### config.mk
export PLATFORM = sky130hd
export DESIGN_NAME = fb_pixel_writer
export DESIGN_NICKNAME = d
export VERILOG_FILES = /design/src/rtl/gpu_pkg.sv /design/src/rtl/pix_fifo.sv /design/src/rtl/fb_pixel_writer.sv
export SDC_FILE = /design/constraint.sdc
export NUM_CORES = 1
export LEC_CHECK = 0
export CAP_MARGIN = 20
export CORE_ASPECT_RATIO = 1.5
export CORE_MARGIN = 2
export CORE_UTILIZATION = 53
export DETAILED_ROUTE_END_ITERATION = 12
export HOLD_SLACK_MARGIN = 0.08
export PLACE_DENSITY = 0.79
export SYNTH_ARGS = -nofsm -noshare
export SYNTH_HDL_FRONTEND = slang
export SYNTH_SLANG_ARGS = --single-unit
export TNS_END_PERCENT = 50
### constraint.sdc
create_clock -name clk -period 4.61 [get_ports clk]
set_clock_uncertainty 0.05 [all_clocks]
set_input_delay 0.6915 -clock clk [delete_from_list [all_inputs] [get_ports clk]]
set_output_delay 0.6915 -clock clk [all_outputs]
set_load 0.1 [all_outputs]
### src/rtl/gpu_pkg.sv
// Shared GPU pipeline types and defaults.
// Pixel entry layout and framebuffer geometry helpers.
package gpu_pkg;

  localparam int COORD_W       = 10;
  localparam int FB_W_DEF      = 640;
  localparam int FB_H_DEF      = 480;
  localparam int FB_ADDR_W_DEF = 19;
  localparam int COLOR_W_DEF   = 8;

  typedef struct packed {
    logic [COORD_W-1:0]     x;
    logic [COORD_W-1:0]     y;
    logic [COLOR_W_DEF-1:0] color;
    logic                   last;
  } pix_entry_t;

  typedef enum logic {
    ST_IDLE,
    ST_WRITE
  } wr_state_t;

  function automatic logic in_bounds(
    input logic [COORD_W-1:0] x,
    input logic [COORD_W-1:0] y,
    input int                 w,
    input int                 h
  );
    return (int'(x) < w) && (int'(y) < h);
  endfunction

endpackage

### src/rtl/pix_fifo.sv
// Parameterised synchronous FIFO, first-word fall-through read.
// Pointers carry an extra wrap bit to tell full from empty.
module pix_fifo #(
  parameter int W     = 29,
  parameter int DEPTH = 8
) (
  input  logic         clk,
  input  logic         reset_n,
  input  logic         push,
  input  logic [W-1:0] din,
  output logic         full,
  input  logic         pop,
  output logic [W-1:0] dout,
  output logic         empty
);

  localparam int AW = $clog2(DEPTH);

  logic [AW:0]  wr_ptr;
  logic [AW:0]  rd_ptr;
  logic [W-1:0] mem [DEPTH];
  logic         do_push;
  logic         do_pop;

  assign empty   = (wr_ptr == rd_ptr);
  assign full    = (wr_ptr[AW] != rd_ptr[AW]) &&
                   (wr_ptr[AW-1:0] == rd_ptr[AW-1:0]);
  assign do_push = push && !full;
  assign do_pop  = pop && !empty;
  assign dout    = mem[rd_ptr[AW-1:0]];

  always_ff @(posedge clk or negedge reset_n) begin
    if (!reset_n) begin
      wr_ptr <= '0;
      rd_ptr <= '0;
    end else begin
      if (do_push) wr_ptr <= wr_ptr + 1'b1;
      if (do_pop)  rd_ptr <= rd_ptr + 1'b1;
    end
  end

  always_ff @(posedge clk) begin
    if (do_push) mem[wr_ptr[AW-1:0]] <= din;
  end

endmodule

### src/rtl/fb_pixel_writer.sv
// Framebuffer pixel writer: FIFO, clip, linear address, single-beat writes.
// Optional duplicate-pixel suppression with FB_PIXEL_DEDUP_EN.
module fb_pixel_writer
  import gpu_pkg::*;
#(
  parameter int FB_W    = FB_W_DEF,
  parameter int FB_H    = FB_H_DEF,
  parameter int COLOR_W = 8,
  parameter int ADDR_W  = FB_ADDR_W_DEF,
  parameter int DEPTH   = 8
) (
  input  logic               clk,
  input  logic               reset_n,
  input  logic               pix_valid,
  output logic               pix_ready,
  input  logic [COORD_W-1:0] pix_x,
  input  logic [COORD_W-1:0] pix_y,
  input  logic [COLOR_W-1:0] pix_color,
  input  logic               pix_last,
  output logic               mem_we,
  output logic [ADDR_W-1:0]  mem_addr,
  output logic [COLOR_W-1:0] mem_wdata,
  input  logic               mem_ready,
  output logic               busy,
  output logic               line_done,
  output logic [15:0]        clip_cnt
);

  typedef struct packed {
    logic [COORD_W-1:0] x;
    logic [COORD_W-1:0] y;
    logic [COLOR_W-1:0] color;
    logic               last;
  } ent_t;

  localparam int EW = $bits(ent_t);
  localparam logic [ADDR_W-1:0] FB_W_A = ADDR_W'(FB_W);

  ent_t          push_e;
  ent_t          head;
  logic [EW-1:0] fifo_q;
  logic          full;
  logic          empty;
  logic          pop;

  wr_state_t state;
  wr_state_t state_n;

  logic              cur_last;
  logic              accept;
  logic              inb;
  logic              dup;
  logic              wr_head;
  logic              hold;
  logic              retire;
  logic [ADDR_W-1:0] lin_addr;

  assign push_e = '{x: pix_x, y: pix_y, color: pix_color, last: pix_last};
  assign head   = ent_t'(fifo_q);

  pix_fifo #(
    .W     (EW),
    .DEPTH (DEPTH)
  ) u_fifo (
    .clk     (clk),
    .reset_n (reset_n),
    .push    (pix_valid),
    .din     (push_e),
    .full    (full),
    .pop     (pop),
    .dout    (fifo_q),
    .empty   (empty)
  );

  assign pix_ready = !full && reset_n;
  assign mem_we    = (state == ST_WRITE);
  assign busy      = !empty || mem_we;
  assign lin_addr  = ADDR_W'(head.y) * FB_W_A + ADDR_W'(head.x);

`ifdef FB_PIXEL_DEDUP_EN
  logic               ded_vld;
  logic [COORD_W-1:0] ded_x;
  logic [COORD_W-1:0] ded_y;
  logic [COLOR_W-1:0] ded_c;

  assign dup = ded_vld && (head.x == ded_x) &&
               (head.y == ded_y) && (head.color == ded_c);

  always_ff @(posedge clk or negedge reset_n) begin
    if (!reset_n) begin
      ded_vld <= 1'b0;
      ded_x   <= '0;
      ded_y   <= '0;
      ded_c   <= '0;
    end else if (pop) begin
      if (wr_head) begin
        ded_vld <= !head.last;
        ded_x   <= head.x;
        ded_y   <= head.y;
        ded_c   <= head.color;
      end else if (head.last) begin
        ded_vld <= 1'b0;
      end
    end
  end
`else
  assign dup = 1'b0;
`endif

  always_comb begin
    accept  = mem_we && mem_ready;
    inb     = in_bounds(head.x, head.y, FB_W, FB_H);
    wr_head = inb && !dup;
    // two lasts retiring together would merge their line_done pulses
    hold    = accept && cur_last && !wr_head && head.last;
    pop     = !empty && (!mem_we || accept) && !hold;
    retire  = (accept && cur_last) ||
              (pop && !wr_head && head.last);
    state_n = state;
    if (pop && wr_head) state_n = ST_WRITE;
    else if (accept)    state_n = ST_IDLE;
  end

  always_ff @(posedge clk or negedge reset_n) begin
    if (!reset_n) begin
      state     <= ST_IDLE;
      mem_addr  <= '0;
      mem_wdata <= '0;
      cur_last  <= 1'b0;
      line_done <= 1'b0;
      clip_cnt  <= '0;
    end else begin
      state     <= state_n;
      line_done <= retire;
      if (pop && wr_head) begin
        mem_addr  <= lin_addr;
        mem_wdata <= head.color;
        cur_last  <= head.last;
      end
      if (pop && !inb && clip_cnt != 16'hFFFF)
        clip_cnt <= clip_cnt + 16'd1;
    end
  end

endmodule

==> flow_summary.json <==
{
  "required_ns": 4.98,
  "place_hpwl_microns": 14300,
  "ant_nets": 0,
  "first_global_vias": 6393,
  "htree_levels": 1,
  "end_kind": "register",
  "diodes": 0,
  "rows": 66,
  "arrival_ns": 4.52,
  "initial_core_util": 0.542,
  "cts_tree": "built",
  "grt_overflow": 0,
  "r2r-start": "u_fifo.rd_ptr[0]",
  "async_reset_ff_frac": 0.189,
  "dieArea_sq_mm": 0.0235,
  "globalplace.congestion": 0.823,
  "fin_tns_setup_ns": 0,
  "mostFrequentLayoutCells": "edfxtp_1 (232), clkdlybuf4s50_1 (76), mux4_2 (58), dfrtp_1 (51), nor2_1 (31)",
  "grt_pass1_wl_microns": 36300,
  "core_area_sq_mm": 0.0218,
  "wl_per_cell_microns": 22.4,
  "ys_types": 57,
  "drv_slew": 0,
  "drtPass1Iterations": 5,
  "drt_wl_total_microns": 23300,
  "synth_warnings": 0,
  "cts_root_buffer": "clkbuf_16",
  "place_area_sq_mm": 0.0130,
  "synthesis.area_sq_mm": 0.0118,
  "tightest_slew_ns": 0.981,
  "setup_violations": 0,
  "syn2layout_area_growth_pct": 17.5,
  "num_vias": 6108,
  "grt_max_degree": 55,
  "yosysSeqAreaShare": 0.704,
  "regToRegEndpoint": "mem_addr[18]",
  "die_w_microns": 126,
  "post-route-drc-count": 0,
  "final.min_clock_period_ns": 4.15,
  "clk_latency_ns": 0.53,
  "crit_type": "register to register",
  "portBuffers": 79,
  "critPathMaxFanout": 13,
  "fin_crit_sh": 0.900,
  "die_height_microns": 187,
  "synth-seq-cells": 286,
  "postSynthAreaPerCell_sq_um": 18.4,
  "syn_nets": 701,
  "layout-drive-gt1-share": 0.216,
  "final_area_sq_mm": 0.0139,
  "start_kind": "register",
  "netlist_instances": 644,
  "r2r_cells": 12,
  "status": "complete, no violations",
  "cts.sinks": 286,
  "antenna_found_initial": 0,
  "synth-main-ff-cell": "edfxtp_1",
  "num-nets-final": 804,
  "clk_pin_slew_ns": 0.06,
  "ioPinCount": 80,
  "cts-buffers-inserted": 26,
  "rsz0062_at_grt": "no",
  "fillers": 1520,
  "hold_viol": 0,
  "r2r_slack_ns": 0.46,
  "grt_usage": 0.199,
  "fmax_ghz": 0.241,
  "vias_per_cell": 5.88,
  "final_common_cell": "edfxtp_1",
  "cts_buffer_depth": 3,
  "maxCapViolations": 0,
  "first_iter_violations": 506,
  "hold_path_class": "primary input to async pin",
  "synth-edff-count": 232,
  "max-slew-margin-rel": 0.344
}
final cells by class:
| cell class | count | area [sq um] | share of cell area |
|---|---|---|---|
| clock buffers | 36 | 741 | 0.0533 |
| clock inverters | 12 | 134 | 0.00964 |
| inverters | 11 | 41.3 | 0.00297 |
| multi-input cells | 320 | 3340 | 0.240 |
| flip-flops and latches | 286 | 8320 | 0.599 |
| well taps | 272 | 340 | 0.0245 |
| repair buffers | 102 | 973 | 0.0701 |
registers in the layout, summed over array words and instances (netlist names):
register and count:
mem_addr 19, u_fifo.mem 232, u_fifo.rd_ptr 4, clip_cnt 16, line_done 1, mem_we 1
mem_wdata 8, u_fifo.wr_ptr 4, cur_last 1
critical path, cell delays in order, from the launching register on:
cell	delay, ns
dfrtp_4	0.60
mux4_2	0.55
mux2i_1	0.25
inv_1	0.13
ha_1	0.29
ha_1	0.23
fa_1	0.41
a211oi_1	0.39
o21ai_0	0.23
a211oi_1	0.34
nor3_1	0.12
o211a_1	0.23
o31ai_1	0.22
per-layer routing:
layer / part of all wire / GRT usage / up-vias / wire [microns]
met5: 0 / 0 / - / 0
met4: 0.016 / 0.0418 / 0 / 364
met3: 0.045 / 0.0280 / 28 / 1040
met2: 0.55 / 0.364 / 174 / 12700
met1: 0.39 / 0.252 / 3159 / 9140
li1: - / - / 2747 / -
metrics by stage:
step | hold slack [ns] | worst slack (ns) | instances | utilization
final | 0.346 | 0.461 | 1039 | 0.637
after detailed placement | 0.426 | 0.237 | 990 | 0.596
after global placement | 0.423 | 0.470 | 990 | 0.596
after global routing | 0.419 | 0.122 | 1039 | 0.637
after CTS | 0.403 | 0.214 | 1038 | 0.636
after floorplan | 0.346 | 0.155 | 644 | -
synthesized netlist by cell type (7+ instances only):
master,instances,area share
mux4_2,58,0.11
nor2_1,37,0.012
dfrtp_1,54,0.11
nand3_1,8,0.0034
xor2_1,19,0.014
a21oi_1,26,0.011
clkbuf_1,7,0.0022
o21ai_0,7,0.0030
ha_1,22,0.023
nor3_1,12,0.0051
buf_2,11,0.0047
mux2_2,16,0.015
inv_1,10,0.0032
mux2i_1,18,0.015
xnor2_1,15,0.011
nand2b_1,8,0.0042
nand2_1,15,0.0048
edfxtp_1,232,0.59
cells by family after synthesis:
group | synth area share
compound gates | 0.0336
xor+xnor | 0.0252
buf+inv | 0.0164
mux | 0.144
flops | 0.704
fa+ha+maj | 0.0267
simple gates | 0.0501
worst max-delay path by stage:
stage | depth (start not counted) | slack [ns] | startpoint | to
2_1_floorplan | 16 | 0.16 | u_fifo.rd_ptr[0] | mem_addr[18]
3_3_place_gp | 11 | 0.47 | u_fifo.rd_ptr[0] | mem_addr[18]
3_5_place_dp | 11 | 0.24 | u_fifo.rd_ptr[0] | mem_addr[18]
4_1_cts | 11 | 0.21 | u_fifo.rd_ptr[0] | mem_addr[18]
5_1_grt | 12 | 0.12 | u_fifo.rd_ptr[0] | mem_addr[18]
6_report | 12 | 0.46 | u_fifo.rd_ptr[0] | mem_addr[18]
timing repair:
action,4_1_cts,5_1_grt
resized for setup,0,1
hold buffers,0,0
endpoints found under the setup margin,0,1
setup buffers,0,1
Power is not shown: default switching activity piles up to over one toggle a cycle in this logic, so the estimate is an artifact.
==> RTL change 1 (same settings) <==
Put one more register stage on the output `clip_cnt`, with the module's reset. The value now appears one clock later. The other outputs are not delayed to match.
--- a/src/rtl/fb_pixel_writer.sv
+++ b/src/rtl/fb_pixel_writer.sv
@@ -35,6 +35,8 @@
 
   localparam int EW = $bits(ent_t);
   localparam logic [ADDR_W-1:0] FB_W_A = ADDR_W'(FB_W);
+
+  logic [15:0] clip_cnt_s0;
 
   ent_t          push_e;
   ent_t          head;
@@ -128,7 +130,7 @@
       mem_wdata <= '0;
       cur_last  <= 1'b0;
       line_done <= 1'b0;
-      clip_cnt  <= '0;
+      clip_cnt_s0 <= '0;
     end else begin
       state     <= state_n;
       line_done <= retire;
@@ -137,8 +139,16 @@
         mem_wdata <= head.color;
         cur_last  <= head.last;
       end
-      if (pop && !inb && clip_cnt != 16'hFFFF)
-        clip_cnt <= clip_cnt + 16'd1;
+      if (pop && !inb && clip_cnt_s0 != 16'hFFFF)
+        clip_cnt_s0 <= clip_cnt_s0 + 16'd1;
+    end
+  end
+
+  always_ff @(posedge clk or negedge reset_n) begin
+    if (!reset_n) begin
+      clip_cnt <= '0;
+    end else begin
+      clip_cnt <= clip_cnt_s0;
     end
   end
 
Behaviour: not the same (a bounded check fails within 4 cycles, from zero or initial values and one cycle with reset_n low).
==> RTL change 1 against the original RTL <==
- design area rose by 3.0%
- sequential cell count rose by 16
- area after synthesis rose by 3.4%
- routed wire length rose by 2.1%
- sequential share of layout area rose by 1.1 points
- first-iteration DRC count rose by 6.3%
- highest routed layer unchanged
- worst hold slack got worse by 0.013 ns
- worst setup slack got worse by 0.024 ns
- core utilization fell by 0.98 points
Power is not shown: default switching activity piles up to over one toggle a cycle in this logic, so the estimate is an artifact.
==> RTL change 1: results (changes against the original RTL) <==
wl_met1_um: 9150  # was 9140 um
dp_hpwl_um: 14600  # was 14300 um
nFillCells: 1542  # was 1520
outcome: "finished clean"  # unchanged
grt_pass1_wl_um: 37600  # was 36300 um
worstPathMaxFanout: 18  # was 13
asyncSetResetFlopFracSynth_pct: 23.2  # was 18.9%
grt_usage_pct: 20.4  # was 19.9%
synth_cell_type_count: 55  # was 57
syn_inst: 660  # was 644
synth_common_cells: "232 x edfxtp_1, 70 x dfrtp_1, 58 x mux4_2"  # was 232 x edfxtp_1, 58 x mux4_2, 54 x dfrtp_1
gr-usage-met2_pct: 36.9  # was 36.4%
wl_per_cell_um: 22.3  # was 22.4 um
grt_pass1_vias: 6688  # was 6393
cts_buffers: 27  # was 26
drive_above_1_share_pct: 21.4  # was 21.6%
dp.cells: 1013  # was 990
synthTopCellsByArea: "edfxtp_1 57%, dfrtp_1 14%, mux4_2 11%, ha_1 2.3%, mux2_2 1.6%"  # was edfxtp_1 59%, dfrtp_1 11%, mux4_2 11%, ha_1 2.3%, mux2i_1 1.5%
worstPathArrival_ns: 4.57  # was 4.52 ns
grtUsageMet3_pct: 3.37  # was 2.80%
nets: 820  # was 804
worst_pin_slew_ns: 0.995  # was 0.981 ns
dr_total_vias: 6208  # was 6108
hold_buffers: 1  # was 0
clkLatencyLatePin_ns: 0.55  # was 0.53 ns
clockRootBuffer: "clkbuf_16"  # unchanged
dr_wl_met3_um: 1250  # was 1040 um
rrSetupSlack_ns: 0.44  # was 0.46 ns
finalNonFillerCells: 1064  # was 1039
gp_congestion: 0.795  # was 0.823
==> RTL change 1: worst max-delay path: stages, from the launching register on <==
cell	delay, ns
dfrtp_4	0.65
buf_4	0.27
mux4_2	0.53
mux2_2	0.30
ha_1	0.30
ha_1	0.33
or2_2	0.32
and3_1	0.21
o311ai_0	0.36
buf_4	0.19
and3_1	0.21
a311oi_1	0.10
o31ai_1	0.21
==> RTL change 1: stage by stage <==
step,cell area (sq um),setup WS [ns],hold slack (ns)
after floorplan,12200,0.0906,0.304
after global placement,13400,0.552,0.311
after detailed placement,13400,0.433,0.316
after CTS,14300,0.387,0.335
after global routing,14300,0.0786,0.343
final,14300,0.437,0.332
==> RTL change 1: cell families (layout without fill, tap and decap cells) <==
group,Yosys count,after routing,share of synthesized area (%)
adder cells (fa/ha/maj),24,24,2.58
AO/OA/AOI/OAI,54,54,3.04
buffers and inverters,36,160,1.52
flip-flops,302,302,71.3
multiplexers,96,96,14.0
AND/OR/NAND/NOR,113,113,4.97
XOR/XNOR,35,35,2.51
==> RTL change 1: final timing paths <==
path,start,endpoint,cells after the start
min in group asynchronous,reset_n,mem_addr[17],2
max reg2reg,u_fifo.rd_ptr[0],mem_addr[18],12
max in group asynchronous,reset_n,u_fifo.rd_ptr[0],3
min reg2reg,clip_cnt_s0[10],clip_cnt[10],0
max,u_fifo.rd_ptr[0],mem_addr[18],12
min,clip_cnt_s0[10],clip_cnt[10],0
==> RTL change 1: layout make-up <==
class	count	area (sq um)	area share, %
clock buffers	37	753	5.27
clock inverters	13	151	1.06
inverters	9	33.8	0.236
multi-input cells	322	3340	23.4
flip-flops and latches	302	8720	61.0
well taps	280	350	2.45
repair buffers	101	951	6.65
==> RTL change 2 (same settings) <==
Made on the original files. `DEPTH` is set to 8 in 2 places; all go to 16.
--- a/src/rtl/pix_fifo.sv
+++ b/src/rtl/pix_fifo.sv
@@ -2,7 +2,7 @@
 // Pointers carry an extra wrap bit to tell full from empty.
 module pix_fifo #(
   parameter int W     = 29,
-  parameter int DEPTH = 8
+  parameter int DEPTH = 16
 ) (
   input  logic         clk,
   input  logic         reset_n,
--- a/src/rtl/fb_pixel_writer.sv
+++ b/src/rtl/fb_pixel_writer.sv
@@ -7,7 +7,7 @@
   parameter int FB_H    = FB_H_DEF,
   parameter int COLOR_W = 8,
   parameter int ADDR_W  = FB_ADDR_W_DEF,
-  parameter int DEPTH   = 8
+  parameter int DEPTH   = 16
 ) (
   input  logic               clk,
   input  logic               reset_n,
Check against the original RTL: no difference found for any inputs over 4 cycles, from zero or initial values and one cycle with reset_n low; that may be too few to reach the edited logic, so the function may still have changed.
==> RTL change 2 against the original RTL <==
- fmax fell by 4.6%
- worst setup slack got worse by 0.20 ns
- core utilization fell by 1.6 points
- area after synthesis increased by 75%
- design area increased by 72%
- global-route usage grew 2.7 points
- count of clock-buffer cells in the layout up 19
- sequential cell count rose by 234
- routed wire length is 94% higher
- critical endpoint is now mem_addr[17]
- largest cell class unchanged
- highest routed layer unchanged
==> RTL change 2: results (changes against the original RTL) <==
outcome: "finished clean"  # unchanged
gr-usage-met2_pct: 39.3  # was 36.4%
worst_pin_slew_ns: 1.00  # was 0.981 ns
syn_nets: 1022  # was 701
largest_register_ffs: 464  # was 232
synth_cell_type_count: 48  # was 57
drive_above_1_share_pct: 26.8  # was 21.6%
synth_edf_count: 464  # was 232
synthTopCellsByArea: "edfxtp_1 67%, mux4_2 15%, dfrtp_1 6.8%, ha_1 1.5%, xnor2_1 0.97%"  # was edfxtp_1 59%, dfrtp_1 11%, mux4_2 11%, ha_1 2.3%, mux2i_1 1.5%
dp.cells: 1525  # was 990
nets: 1142  # was 804
grt_usage_pct: 22.6  # was 19.9%
wl_per_cell_um: 28.0  # was 22.4 um
synth.avg_cell_area_sq_um: 21.5  # was 18.4 sq um
nFillCells: 2550  # was 1520
gp_congestion: 0.790  # was 0.823
yosysSeqAreaShare_pct: 74.0  # was 70.4%
cts_buffers: 45  # was 26
grt_pass1_vias: 10600  # was 6393
grt_max_degree: 57  # was 55
synth_common_cells: "464 x edfxtp_1, 141 x mux4_2, 56 x dfrtp_1"  # was 232 x edfxtp_1, 58 x mux4_2, 54 x dfrtp_1
wl_met1_um: 16900  # was 9140 um
htreeDepth: 2  # was 1
dr_wl_met3_um: 2720  # was 1040 um
grt_pass1_wl_um: 66400  # was 36300 um
dp_hpwl_um: 23900  # was 14300 um
use_met1_pct: 28.5  # was 25.2%
drt-initial-drc-count: 1074  # was 506
via_per_inst: 6.24  # was 5.88
antenna_found_initial: 2  # was 0
worstPathArrival_ns: 4.74  # was 4.52 ns
-- RTL change 2: final cells by class --
class                   count  area share (%)
flip-flops and latches    520            64.2
multi-input cells         390            21.9
clock buffers              55            5.17
repair buffers            117            5.01
well taps                 495            2.59
clock inverters            27           0.968
inverters                   8           0.126
diodes                      3          0.0314
-- RTL change 2: logic make-up after synthesis --
family / synth area share, %
flops: 74.0
fa+ha+maj: 1.70
buf+inv: 1.22
xor+xnor: 1.82
mux: 17.5
simple gates: 2.76
compound gates: 0.985
-- RTL change 2: repair_timing --
item                       in CTS  in global routing
setup buffers                   0                  5
resized for setup               0                  0
setup endpoints to repair       0                  3
-- RTL change 2: final timing paths --
kind                                  startpoint               end  slack, ns  cells after the start
worst min-delay path                     reset_n            mem_we       0.29                      2
worst max register to register  u_fifo.rd_ptr[1]      mem_addr[17]       0.26                     13
max in group asynchronous                reset_n  u_fifo.rd_ptr[0]       3.57                      2
worst min register to register  u_fifo.rd_ptr[4]  u_fifo.rd_ptr[4]       0.44                      1
min in group clk                u_fifo.rd_ptr[4]  u_fifo.rd_ptr[4]       0.44                      1
worst max-delay path            u_fifo.rd_ptr[1]      mem_addr[17]       0.26                     13
-- RTL change 2: critical path: stages, from the launching register on --
cell,delay [ns]
dfrtp_4,0.69
buf_12,0.27
mux4_2,0.33
mux4_2,0.52
ha_1,0.23
ha_1,0.20
fa_1,0.42
a211oi_2,0.31
nor2_1,0.10
xor2_1,0.23
nand2_1,0.14
nor4bb_2,0.33
xor2_1,0.10
mux2_2,0.26
-- RTL change 2: through the flow --
stage | cell area (sq um) | hold WS, ns
floorplan | 20800 | 0.346
global placement | 22300 | 0.423
detailed placement | 22300 | 0.435
CTS | 23800 | 0.309
global route | 23900 | 0.365
finish | 23900 | 0.285
